--- config.mk ---
export PLATFORM = sky130hd
export DESIGN_NAME = fetch_unit
export DESIGN_NICKNAME = d
export VERILOG_FILES = /design/src/rtl/fetch_unit.sv
export SDC_FILE = /design/constraint.sdc
export NUM_CORES = 1
export LEC_CHECK = 0
export BUFFER_PORTS_ARGS = -buffer_cell sky130_fd_sc_hd__buf_2
export CORE_MARGIN = 2
export CORE_UTILIZATION = 53
export CTS_CLUSTER_SIZE = 20
export DETAILED_ROUTE_END_ITERATION = 10
export GPL_ROUTABILITY_DRIVEN = 0
export PLACE_DENSITY = 0.88
export REMOVE_ABC_BUFFERS = 1
export SYNTH_ARGS = -nofsm -noshare
export SYNTH_HDL_FRONTEND = slang
export SYNTH_SLANG_ARGS = --single-unit
--- constraint.sdc ---
create_clock -name clk -period 4.3 [get_ports clk]
set_input_delay 0.43 -clock clk [delete_from_list [all_inputs] [get_ports clk]]
set_output_delay 0.43 -clock clk [all_outputs]
set_load 0.01 [all_outputs]
--- src/rtl/fetch_unit.sv ---
// Instruction-fetch stage: reads the word addressed by the PC, holds it for decode over a
// valid/ready handshake, and drives the PC's increment and load (branch redirect) controls.
module fetch_unit #(
    parameter int WIDTH = 16,
    parameter int CNT_W = 16
) (
    input  logic             clk,
    input  logic             rst,
    input  logic [WIDTH-1:0] pc_in,
    output logic             pc_nxt,
    output logic             pc_load,
    output logic [WIDTH-1:0] pc_target,
    output logic             mem_req,
    output logic [WIDTH-1:0] mem_addr,
    input  logic [WIDTH-1:0] mem_rdata,
    input  logic             mem_ack,
    input  logic             redirect_valid,
    input  logic [WIDTH-1:0] redirect_addr,
    output logic [WIDTH-1:0] ir_out,
    output logic [WIDTH-1:0] ir_pc,
    output logic             ir_valid,
    input  logic             ir_ready,
    output logic [CNT_W-1:0] fetch_count
);

    typedef enum logic [2:0] {
        IDLE,
        FETCH,
        HOLD,
        REDIR,
        DRAIN
    } state_t;

    state_t           state;
    logic [WIDTH-1:0] drain_addr;
    logic             redirect_taken;

    // Redirects are meaningless before the first fetch has been launched.
    assign redirect_taken = redirect_valid && (state != IDLE);

    assign mem_req = (state == FETCH) || (state == DRAIN);

    always_comb begin
        mem_addr = '0;
        if (state == FETCH) begin
            mem_addr = pc_in;
        end else if (state == DRAIN) begin
            mem_addr = drain_addr;
        end
    end

    always_ff @(posedge clk or negedge rst) begin
        if (!rst) begin
            state       <= IDLE;
            drain_addr  <= '0;
            ir_out      <= '0;
            ir_pc       <= '0;
            ir_valid    <= 1'b0;
            pc_nxt      <= 1'b0;
            pc_load     <= 1'b0;
            pc_target   <= '0;
            fetch_count <= '0;
        end else begin
            pc_nxt  <= 1'b0;
            pc_load <= 1'b0;

            if (redirect_taken) begin
                pc_load   <= 1'b1;
                pc_target <= redirect_addr;
                ir_valid  <= 1'b0;
            end

            case (state)
                IDLE: begin
                    state <= FETCH;
                end

                FETCH: begin
                    if (redirect_taken) begin
                        // A read still in flight must finish before a new one may start.
                        if (mem_ack) begin
                            state <= REDIR;
                        end else begin
                            drain_addr <= pc_in;
                            state      <= DRAIN;
                        end
                    end else if (mem_ack) begin
                        ir_out   <= mem_rdata;
                        ir_pc    <= pc_in;
                        ir_valid <= 1'b1;
                        pc_nxt   <= 1'b1;
                        state    <= HOLD;
                    end
                end

                HOLD: begin
                    if (redirect_taken) begin
                        state <= REDIR;
                    end else if (ir_ready) begin
                        ir_valid    <= 1'b0;
                        fetch_count <= fetch_count + 1'b1;
                        state       <= FETCH;
                    end
                end

                REDIR: begin
                    // Gives the PC one edge to absorb the load before pc_in is sampled.
                    if (!redirect_taken) begin
                        state <= FETCH;
                    end
                end

                DRAIN: begin
                    if (mem_ack) begin
                        state <= redirect_taken ? REDIR : FETCH;
                    end
                end

                default: begin
                    state <= IDLE;
                end
            endcase
        end
    end

endmodule

==> qor.csv <==
stage,metric,value,unit
outcome,run_status,"finished, final reports clean",
route,postRouteAntennaNets,0,
setup_path,path_max_fanout,18,
logic_synthesis,synth_most_common_cell,dfrtp_1,
timing,tns,0,ps
place,dp_hpwl,5.458,mm
timing,max_freq,367.1,MHz
setup_path,path_buf_inv,1,
clock_network,postCtsSetupBuffers,0,
clock_network,htreeDepth,3,
logic_synthesis,yosysTopAreaCell,dfrtp_1,
power_and_ir_drop,vdd_drop_max,0.3632,mV
global_route,grt_use_total,19.87,%
logic_synthesis,synthFlopType,dfrtp_1,
floorplan,std_cell_rows,30,
place,port_buffers,136,
setup_path,start_kind,flip-flop,
setup_path,slowest_stage,nor3b_2,
finish,fin_nets,476,
timing,setup_violations,0,
floorplan,design.die.area,7861,um2
global_route,grt_pass1_wl,11.94,mm
global_route,first_global_vias,2557,
timing,rsz0062_at_grt,false,
timing,timing.hold.ws,258.2,ps
finish,instances_no_fill,523,
clock_network,cts.sinks,86,
logic_synthesis,synth.distinct_cells,38,
floorplan,die-height,88.66,um
route,drc,0,
global_route,grt_max_degree,87,
floorplan,initial_utilization,55.30,%
timing,period_share,63.34,%
logic_synthesis,syn_inst,286,
logic_synthesis,synth_top_area_share,56.65,%
finish,areaGrowthSynthToFinish,24.04,%
timing,slew_headroom,28.98,%
setup_path,required,3870,ps
timing,maxSlewViolCount,0,
timing,finalClockSkew,9.960,ps
finish,diodes,0,
logic_synthesis,seq_area_frac_synth,56.65,%
clock_network,cts_resized,0,
timing,hold_viol_final,0,
min_path,hold_class,primary input to async pin,
global_route,antenna_found_initial,0,
finish,drive_above_1_share,49.88,%
power_and_ir_drop,p_leak,2.563,nW
logic_synthesis,synth.area.top_cells,"dfrtp_1 57%, mux2_4 15%, nand2_1 5.2%",
timing,fin_crit,2724,ps
place,dp.cells,507,
logic_synthesis,async_flop_share,100.0,%
clock_network,cts_tree,built,
clock_network,root_buffer,clkbuf_8,
setup_path,cpLargestDelayFamily,simple AND/OR/NAND/NOR gates,
setup_path,cp.arrival,2290,ps
power_and_ir_drop,finalPower,3.128,mW
setup_path,regToRegSetupSlack,1630,ps
floorplan,die_x,88.66,um
clock_network,postCtsHoldBufs,0,
logic_synthesis,synth_edf_count,0,
setup_path,cpPeakStageDelay,930,ps
logic_synthesis,synthesis.area,3799,um2
route,vias,2620,
setup_path,crit_type,flip-flop to output port,
global_route,overflow,0,
finish,utilization,68.60,%
timing,tightestPinTransition,1061,ps
setup_path,worstRegToRegCells,3,
logic_synthesis,synth-warning-count,0,
logic_synthesis,synth-seq-cells,86,
setup_path,r2r-end,ir_out[5],
setup_path,cp-end-kind,output port,
setup_path,worstReg2RegStart,state[0],
route,drt_iter0_drc,87,
floorplan,ios,137,
clock_network,cts_buffers,9,
route,drt_pass1_iterations,4,
route,wl,7.805,mm
power_and_ir_drop,p_per_area,663.8,nW/um2
clock_network,cts_buffer_depth,2,
route,viasPerCell,5.010,
clock_network,path_clk_slew,90,ps
logic_synthesis,post_synth.cell_area_avg,13.28,um2
setup_path,worstPathCellList,nor3b_2 -> a22o_1 -> buf_2,
route,wl_per_cell,14.92,um
job,maxCapViolCount,0,
floorplan,coreArea,6869,um2
clock_network,clk-insertion-delay-late,350,ps
logic_synthesis,ys_top_cells_by_count,"86 x dfrtp_1, 53 x nand2_1, 37 x mux2_4, 16 x a22o_1, 12 x mux2_2",
[cell type report]
| cell class | instances | area (um2) |
|---|---|---|
| inverters | 9 | 33.78 |
| well taps | 96 | 120.1 |
| repair buffers | 137 | 690.7 |
| multi-input cells | 179 | 1524 |
| clock buffers | 10 | 137.6 |
| flip-flops and latches | 86 | 2152 |
| fillers | 503 | 2157 |
| clock inverters | 6 | 53.80 |
[cells in the final DEF, fill, tap and decap left out, types with 2 or more instances in the layout]
cell type	n
clkinv_4	2
nand3b_4	2
nor2_1	6
xnor2_1	8
mux2_2	12
a22o_1	16
nand4_1	2
xor2_1	8
nand3_1	4
dfrtp_1	86
buf_2	135
a21oi_1	5
inv_6	2
inv_1	8
nor3_1	5
nor4_2	2
buf_4	2
mux2_4	37
o22ai_1	2
clkbuf_8	10
nand2_1	53
[layer usage]
layer  vias up  global-route usage, %  wire [um]
met5         -                      0          0
met1      1269                  25.29       3330
met2        84                  32.90       3943
li1       1257                      -          -
met4         0                  6.336        117
met3        10                  5.690        413
[kinds of logic (layout without fill, tap and decap cells)]
kind of cell | Yosys count | after routing | synth area share [%]
xor+xnor | 16 | 16 | 3.689
simple gates | 85 | 85 | 12.22
mux | 49 | 49 | 18.18
fa+ha+maj | 1 | 1 | 0.3293
flops | 86 | 86 | 56.65
compound gates | 28 | 28 | 5.698
buf+inv | 21 | 162 | 3.228
[registers in the layout (all words and copies together) (netlist names), 3 cells and up]
| signal | cells |
|---|---|
| drain_addr | 16 |
| pc_target | 16 |
| fetch_count | 16 |
| ir_pc | 16 |
| ir_out | 16 |
| state | 3 |
[worst max-delay path by stage]
stage / startpoint / endpoint / slack [ps] / depth (start not counted)
after detailed placement: state[0] / ir_pc[7] / 1630 / 3
final: state[2] / mem_addr[8] / 1580 / 3
after global placement: state[0] / ir_out[4] / 1740 / 3
after floorplan: state[0] / ir_out[0] / 2080 / 3
after CTS: state[2] / mem_addr[8] / 1540 / 3
after global routing: state[2] / mem_addr[8] / 1410 / 3
[metrics by stage]
step                setup WS (ps)  area, um2
finish                       1576       4712
global route                 1414       4712
CTS                          1544       4712
detailed placement           1627       4521
global placement             1737       4521
floorplan                    2080       3710
[where the power goes]
group          leakage, nW  internal (mW)  switching [mW]  total (mW)
combinational         1.42          0.671           0.567        1.24
sequential            1.04           1.14           0.216        1.35
clock               0.0954          0.236           0.302       0.538
total                 2.56           2.04            1.09        3.13
No activity file was read; power rests on OpenSTA's default activity.
